**config.mk**
```make
export PLATFORM = sky130hd
export DESIGN_NAME = hip_rst_req
export DESIGN_NICKNAME = d
export VERILOG_FILES = /design/src/rtl/hip_rst_pkg.sv /design/src/rtl/hip_pb_debounce.sv /design/src/rtl/hip_rst_req.sv
export SDC_FILE = /design/constraint.sdc
export NUM_CORES = 1
export LEC_CHECK = 0
export CAP_MARGIN = 25
export CORE_ASPECT_RATIO = 1.25
export CORE_MARGIN = 1.5
export CORE_UTILIZATION = 54
export CTS_CLUSTER_SIZE = 16
export DETAILED_ROUTE_END_ITERATION = 10
export GPL_TIMING_DRIVEN = 0
export HOLD_SLACK_MARGIN = 0.05
export PLACE_DENSITY = 0.78
export SETUP_SLACK_MARGIN = 0.05
export SLEW_MARGIN = 20
export SYNTH_ARGS = -nofsm -noshare
export SYNTH_HDL_FRONTEND = slang
export SYNTH_SLANG_ARGS = --single-unit
```
**constraint.sdc**
```tcl
create_clock -name RST_CPLD_CLK -period 2.45 [get_ports RST_CPLD_CLK]
set_input_delay 0.735 -clock RST_CPLD_CLK [delete_from_list [all_inputs] [get_ports RST_CPLD_CLK]]
set_output_delay 0.735 -clock RST_CPLD_CLK [all_outputs]
set_load 0.005 [all_outputs]
```
**src/rtl/hip_rst_pkg.sv**
```systemverilog
// HIP reset CPLD: shared types and defaults for the reset-request path.
// Used by hip_rst_req, its debouncer and the sequencer bench.
package hip_rst_pkg;

  typedef enum logic [1:0] {
    IDLE   = 2'b00,
    ASSERT = 2'b01,
    HOLD   = 2'b10
  } rst_state_e;

  typedef enum logic [1:0] {
    CAUSE_POR  = 2'b00,
    CAUSE_BTN  = 2'b01,
    CAUSE_SW   = 2'b10,
    CAUSE_BOTH = 2'b11
  } rst_cause_e;

  localparam logic [15:0] DEF_DEBOUNCE_CNT = 16'h0400;
  localparam logic [11:0] DEF_MIN_PULSE    = 12'h040;

  // Cause code for an accepted request: software bit high, button bit low.
  function automatic rst_cause_e cause_of(logic sw, logic btn);
    return rst_cause_e'({sw, btn});
  endfunction

endpackage

```
**src/rtl/hip_pb_debounce.sv**
```systemverilog
// Push-button synchroniser and debouncer.
// lvl_o is the debounced level as it stands after the current edge.
module hip_pb_debounce
  import hip_rst_pkg::*;
#(
  parameter logic [15:0] DEBOUNCE_CNT = DEF_DEBOUNCE_CNT
) (
  input  logic clk_i,
  input  logic POR_RST_,
  input  logic pb_raw_i,
  output logic lvl_o,
  output logic press_o
);

  logic        sync1_q;
  logic        pb_s_q;
  logic        db_q;
  logic        db_d;
  logic [15:0] cnt_q;
  logic [15:0] cnt_d;
  logic        diff;
  logic        hit;

  // Count consecutive mismatch cycles; adopt the new level on the last one.
  always_comb begin
    diff  = pb_s_q != db_q;
    hit   = diff && (cnt_q == DEBOUNCE_CNT - 16'd1);
    db_d  = db_q;
    cnt_d = 16'd0;
    if (hit) begin
      db_d = pb_s_q;
    end else if (diff) begin
      cnt_d = cnt_q + 16'd1;
    end
  end

  // Two-flop synchroniser plus debounce state; released button on POR.
  always_ff @(posedge clk_i or negedge POR_RST_) begin
    if (!POR_RST_) begin
      sync1_q <= 1'b1;
      pb_s_q  <= 1'b1;
      db_q    <= 1'b1;
      cnt_q   <= 16'd0;
    end else begin
      sync1_q <= pb_raw_i;
      pb_s_q  <= sync1_q;
      db_q    <= db_d;
      cnt_q   <= cnt_d;
    end
  end

  // Level and press are taken from the next state so the FSM acts
  // on the same edge that the debounced level changes.
  assign lvl_o   = db_d;
  assign press_o = db_q & ~db_d;

endmodule

```
**src/rtl/hip_rst_req.sv**
```systemverilog
// HIP reset-request stage: merges debounced button and software request
// into a minimum-width PUSH_RST_ and records the reset cause.
module hip_rst_req
  import hip_rst_pkg::*;
#(
  parameter logic [15:0] DEBOUNCE_CNT = DEF_DEBOUNCE_CNT,
  parameter logic [11:0] MIN_PULSE    = DEF_MIN_PULSE
) (
  input  logic       RST_CPLD_CLK,
  input  logic       POR_RST_,
  input  logic       PB_RAW_,
  input  logic       SW_RST_REQ,
  output logic       PUSH_RST_,
  output logic [1:0] RST_CAUSE
);

  rst_state_e  state_q;
  rst_cause_e  cause_q;
  logic [11:0] pcnt_q;
  logic        push_q;
  logic        db_lvl;
  logic        press;
  logic        pulse_done;

  hip_pb_debounce #(
    .DEBOUNCE_CNT(DEBOUNCE_CNT)
  ) u_db (
    .clk_i   (RST_CPLD_CLK),
    .POR_RST_(POR_RST_),
    .pb_raw_i(PB_RAW_),
    .lvl_o   (db_lvl),
    .press_o (press)
  );

  assign pulse_done = pcnt_q == MIN_PULSE - 12'd1;

  // Request FSM with registered PUSH_RST_; POR lands in ASSERT so a
  // full minimum pulse always follows power-on.
  always_ff @(posedge RST_CPLD_CLK or negedge POR_RST_) begin
    if (!POR_RST_) begin
      state_q <= ASSERT;
      pcnt_q  <= 12'd0;
      push_q  <= 1'b0;
      cause_q <= CAUSE_POR;
    end else begin
      unique case (state_q)
        IDLE: begin
          if (press || SW_RST_REQ) begin
            state_q <= ASSERT;
            pcnt_q  <= 12'd0;
            push_q  <= 1'b0;
            cause_q <= cause_of(SW_RST_REQ, press);
          end
        end
        ASSERT: begin
          pcnt_q <= pcnt_q + 12'd1;
          if (pulse_done) begin
            pcnt_q <= 12'd0;
            if (!db_lvl) begin
              state_q <= HOLD;
            end else begin
              state_q <= IDLE;
              push_q  <= 1'b1;
            end
          end
        end
        HOLD: begin
          if (db_lvl) begin
            state_q <= IDLE;
            push_q  <= 1'b1;
          end
        end
        default: begin
          state_q <= ASSERT;
          pcnt_q  <= 12'd0;
          push_q  <= 1'b0;
        end
      endcase
    end
  end

  assign PUSH_RST_ = push_q;
  assign RST_CAUSE = cause_q;

endmodule

```
# Yosys cells after proc, flatten, opt, wreduce, memory -nomap -nowiden

Index checks and enable logic that the tools add are counted.

Logic and storage cells: 43
Bits in read-only memories: 0
Bits in writable memories: 0
Memories kept: 0
Bits in latches: 0
Register bits after elaboration: 36

Magnitude comparators: 0
Add/sub/neg operators: 2
Bitwise logic cells: 3
Multipliers: 0
Muxes and demuxes: 15
Div/mod/pow operators: 0
Shift operators: 0
Reductions and logical operators: 7
Equal/unequal tests: 8

Operator list:

| operator                                         | count |
|---|---|
| one-hot mux 12 bit (3 select lines)              | 1 |
| two-way mux 16 bit                               | 2 |
| two-way mux 12 bit                               | 2 |
| adder 16 x 1 -> 16 bit (second input constant)   | 1 |
| == test 16 x 10 -> 1 bit (second input constant) | 1 |
| adder 12 x 1 -> 12 bit (second input constant)   | 1 |
| == test 12 x 6 -> 1 bit (second input constant)  | 1 |
| two-way mux 2 bit                                | 4 |
| inequality test 2 bit (second input constant)    | 3 |
| one-hot mux 2 bit (3 select lines)               | 1 |
| AND reduction 2 bit                              | 3 |
| two-way mux 1 bit                                | 4 |
| one-hot mux 1 bit (3 select lines)               | 1 |
| AND reduction 3 bit                              | 1 |
| == test 2 x 1 -> 1 bit (second input constant)   | 1 |
| == test 2 bit (second input constant)            | 1 |
| zero test 2 bit                                  | 1 |
| inverter 1 bit                                   | 2 |
| AND 1 bit                                        | 1 |
| logical AND 1 bit                                | 1 |
| logical OR 1 bit                                 | 1 |
| inequality test 1 bit                            | 1 |

# Depth between registers and ports, before layout

Depth after elaboration: 8
Mapped depth: 8
Mapped depth without buffers: 7

# Hierarchy

Synthesis repeated with hierarchy kept, for this count alone.

Cells, all modules: 194
Area total of the unflattened synthesis: 1908.1 um2

By module, submodules not included:

| module          | cells an instance | seq. area each (um2) | times used | area each (um2) |
|---|---|---|---|---|
| hip_rst_req     | 112               | 426.7                | 1          | 1017.2 |
| hip_pb_debounce | 82                | 479.2                | 1          | 890.9 |

# Least setup slack after synthesis

OpenSTA, ideal clock, no wires.

Path type: reg2reg
From: reg pcnt_q[7]
To: reg state_q[1]
Slack: 404 ps
Stages on the path, launching flop included: 6
Setup time: 122 ps
Path buffers: 0
Data arrival time: 1924 ps
Cell sequence: dfrtp_1 or4_1 nor4_2 nor2_1 a211o_1 a32o_1

Cells in the longest elaborated chain, start to end: 3

RTL lines:

| element                         | line              | text |
|---|---|---|
| from (decl)                     | hip_rst_req.sv:19 | `logic [11:0] pcnt_q;` |
| from (signal assigned)          | hip_rst_req.sv:56 | `pcnt_q <= pcnt_q + 12'd1;` |
| == test 12 x 6 -> 1 bit         | hip_rst_req.sv:35 | `assign pulse_done = pcnt_q == MIN_PULSE - 12'd1;` |
| inequality test 2 bit (no line) | --                |  |
| AND reduction 3 bit (no line)   | --                |  |
| to (signal assigned)            | hip_rst_req.sv:41 | `state_q <= ASSERT;` |
| to (signal assigned)            | hip_rst_req.sv:49 | `state_q <= ASSERT;` |
| to (signal assigned)            | hip_rst_req.sv:60 | `state_q <= HOLD;` |
| to (decl)                       | hip_rst_req.sv:17 | `rst_state_e state_q;` |

Every way passes these cells.
A chain may end at the register's enable or synchronous reset.

# Worst setup path after layout

From: reg u_db.cnt_q[14]
To: reg state_q[0]

Cells in the longest elaborated chain, start to end: 8

RTL lines:

| element                           | line                  | text |
|---|---|---|
| from (decl)                       | hip_pb_debounce.sv:19 | `logic [15:0] cnt_q;` |
| from (signal assigned)            | hip_pb_debounce.sv:48 | `cnt_q <= cnt_d;` |
| == test 16 x 10 -> 1 bit (*)      | hip_pb_debounce.sv:27 | `hit = diff && (cnt_q == DEBOUNCE_CNT - 16'd1);` |
| logical AND 1 bit (*)             | hip_pb_debounce.sv:27 |  |
| two-way mux 1 bit (*)             | hip_pb_debounce.sv:30 | `if (hit) begin` |
| inverter 1 bit                    | hip_pb_debounce.sv:55 | `assign press_o = db_q & ~db_d;` |
| AND 1 bit                         | hip_pb_debounce.sv:55 |  |
| logical OR 1 bit                  | hip_rst_req.sv:48     | `if (press \|\| SW_RST_REQ) begin` |
| inequality test 2 bit (no line)   | --                    |  |
| AND reduction 3 bit (no line) (*) | --                    |  |
| to (signal assigned)              | hip_rst_req.sv:49     |  |
| to (signal assigned)              | hip_rst_req.sv:60     |  |
| to (signal assigned)              | hip_rst_req.sv:62     | `state_q <= IDLE;` |

Mark *: on every way between the ends. The rest lies on a longest branch, timed or not.

==> impl_metrics.env <==
export IMPL_status="finished clean"
export IMPL_rows=23
export IMPL_die_h_um=68.5
export IMPL_ys_ff_latch=36
export IMPL_grt_max_degree=27
export IMPL_vias=1396
export IMPL_synth_edf_count=0
export IMPL_cts_tree="done"
export IMPL_place_area_um2=1980
export IMPL_ios=7
export IMPL_clock_skew_ps=11.0
export IMPL_path_clk_slew_ps=80
export IMPL_syn_num_nets=197
export IMPL_reg2regPathDepth=5
export IMPL_arrival_ps=2500
export IMPL_final_setup_viol_count=0
export IMPL_grt_pass1_vias=1411
export IMPL_final_max_slew_violation_count=0
export IMPL_synth_distinct_cells=46
export IMPL_hold_class="in -> async"
export IMPL_vias_per_cell=5.82
export IMPL_start_kind="flip-flop"
export IMPL_multi_input_area_um2=898
export IMPL_seq_area_um2=906
export IMPL_r2r_start="u_db.cnt_q[14]"
export IMPL_yosys_area_top_type="dfrtp_1"
export IMPL_start_util_pct=57.1
export IMPL_fillCellCount=262
export IMPL_finalNonFillerCells=240
export IMPL_remaining_drc_errors=0
export IMPL_gp_congestion=0.774
export IMPL_async_reset_ff_share_pct=100
export IMPL_antennaDiodeCount=0
export IMPL_overflow=0
export IMPL_hold_ws_ps=319
export IMPL_placed_cells=232
export IMPL_dpl_hpwl_um=2520
export IMPL_tightest_slew_ps=475
export IMPL_post_route_period_util_pct=92.9
export IMPL_post_route_util_pct=64.1
export IMPL_relSlewSlack_pct=68.1
export IMPL_crit_path_end_kind="flip-flop"
export IMPL_drt_wirelength_per_cell_um=14.4
export IMPL_synth_yosys_seq_area_share_pct=48.8
export IMPL_fin_crit_ps=2280
export IMPL_grt_use_total_pct=21.0
export IMPL_core_um2=3250
export IMPL_setup_slack_ps=175
export IMPL_ys_flop_type="dfrtp_1"
export IMPL_nets=211
export IMPL_powerDensity_nw_per_um2=506
export IMPL_grt_pass1_wl_um=5910
export IMPL_htreeDepth=2
export IMPL_routed_wl_um=3450
export IMPL_rrSetupSlack_ps=170
export IMPL_critPathKind="reg -> reg"
export IMPL_clock_sink_count=36
export IMPL_cts_buffers=5
export IMPL_power_mw=1.05
export IMPL_reg2reg_to="state_q[0]"
export IMPL_critPathLaunch="u_db.cnt_q[14]"
export IMPL_clock_fmax_ghz=0.440
export IMPL_synth_warning_count=0
export IMPL_power_leakage_nw=0.890
export IMPL_dieArea_um2=3800
export IMPL_netlist_area_um2=1860
export IMPL_die_w_um=55.4
export IMPL_syn2layout_area_growth_pct=12.3
export IMPL_synth_area_leaders="dfrtp_1 43%, dfstp_2 5.7%, nor2_1 5.1%, xor2_1 4.2%, nand2_1 3.8%"
export IMPL_netlist_area_leader_share_pct=43.2
export IMPL_cts_hold_buffers=0
export IMPL_port_buffer_count=6
export IMPL_syn_mean_instance_area_um2=9.87
export IMPL_drive_gt1_share_pct=11.8
export IMPL_rsz0062_at_grt="no"
export IMPL_drt_first_iter_violations=33
export IMPL_pre_cts_ws_ps=46.1
export IMPL_firstDrtPassIters=4
export IMPL_crit_fanout=4
export IMPL_cts_buffer_depth=2
export IMPL_drv_cap=0
export IMPL_clockRootBuffer="clkbuf_8"
export IMPL_final_hold_viol_count=0
export IMPL_fin_setup_tns_ps=0
export IMPL_final_cell_area_um2=2080
export IMPL_crit_required_ps=2670
export IMPL_antenna_found_initial=0
export IMPL_synth_cells=188
export IMPL_route_antenna_remaining_nets=0
export IMPL_clk_latency_ps=300
export IMPL_peakVddDrop_mv=0.627
export IMPL_post_cts_buffers=0
## Yosys cell counts, drive strengths merged (2+ instances only)
library cell,instances
dfrtp,32
nor2,25
nand2,19
o21ai,12
inv,10
nand3,10
xor2,9
ha,5
nor3,5
o31ai,5
xnor2,5
a21oi,4
dfstp,4
nand4,4
nand2b,3
nor4,3
or4,3
a311oi,2
buf,2
clkbuf,2
mux2i,2
nor3b,2
or2,2
or3,2
## cell usage in the layout, fill, tap and decap left out, drive strengths merged, types with 2 or more instances in the layout
cell type,netlist,routed
dfstp,4,4
mux2i,2,2
nor4,3,3
or3,2,2
nor3b,2,2
nand4,4,4
nor2,25,25
ha,5,5
buf,2,4
xnor2,5,5
or2,2,2
clkbuf,2,8
nand2,19,19
o21ai,12,12
or4,3,3
nor3,5,5
clkdlybuf4s50,0,5
dfrtp,32,32
clkinv,1,2
a21oi,4,4
nand3,10,10
a311oi,2,2
inv,10,10
nand2b,3,3
xor2,9,9
o31ai,5,5
## state kept, by name (all words and copies together), names as in the netlist
| signal | count |
|---|---|
| RST_CAUSE | 2 |
| u_db.cnt_q | 16 |
| PUSH_RST_ | 1 |
| state_q | 2 |
| u_db.pb_s_q | 1 |
| u_db.sync1_q | 1 |
| pcnt_q | 12 |
| u_db.db_q | 1 |
## metal layers
metal	track usage [%]	part of all wire, %	vias up
li1	-	-	684
met1	20.8	44	689
met2	38.2	51	15
met4	15.5	2.5	0
met5	0	0	-
met3	5.60	2.5	8
## what timing repair did
item / CTS / global route
setup endpoints to repair: 1 / 10
endpoints found under the hold margin: 0 / 0
gates resized for setup: 1 / 1
## cell type report
class | instances | area share, %
flip-flops and latches | 36 | 43.5
multi-input cells | 137 | 43.1
repair buffers | 7 | 3.96
clock buffers | 6 | 3.48
well taps | 37 | 2.22
inverters | 11 | 1.98
plain buffers | 4 | 1.14
clock inverters | 2 | 0.601
## power by group
part | leakage, nW | switching [mW] | internal, mW
combinational | 0.387 | 0.0197 | 0.0137
clock | 0.0412 | 0.217 | 0.199
sequential | 0.462 | 0.00486 | 0.601
total | 0.890 | 0.241 | 0.813
## worst max-delay path by stage
stage,cells past startpoint,endpoint
finish,5,state_q[0]
global route,6,state_q[0]
CTS,7,pcnt_q[11]
detailed placement,5,state_q[1]
global placement,1,u_db.cnt_q[3]
floorplan,5,state_q[1]
## cell families after synthesis
group                      after synthesis  share of synthesized area, %
muxes                                    2                          1.08
and+or+nand+nor                         84                          24.6
AOI/OAI and AO/OA                       32                          12.0
adders and majority gates                5                          3.37
buffers and inverters                   15                          3.51
DFF                                     36                          48.8
xor gates and xnor gates                14                          6.61
## critical path, stage by stage, from the launching register on
cell	delay [ps]
dfrtp_1	420
or4_4	570
nor4_4	350
mux2i_1	430
a211o_1	240
mux2i_1	200
Note: power is estimated with default switching activity, not from simulation.
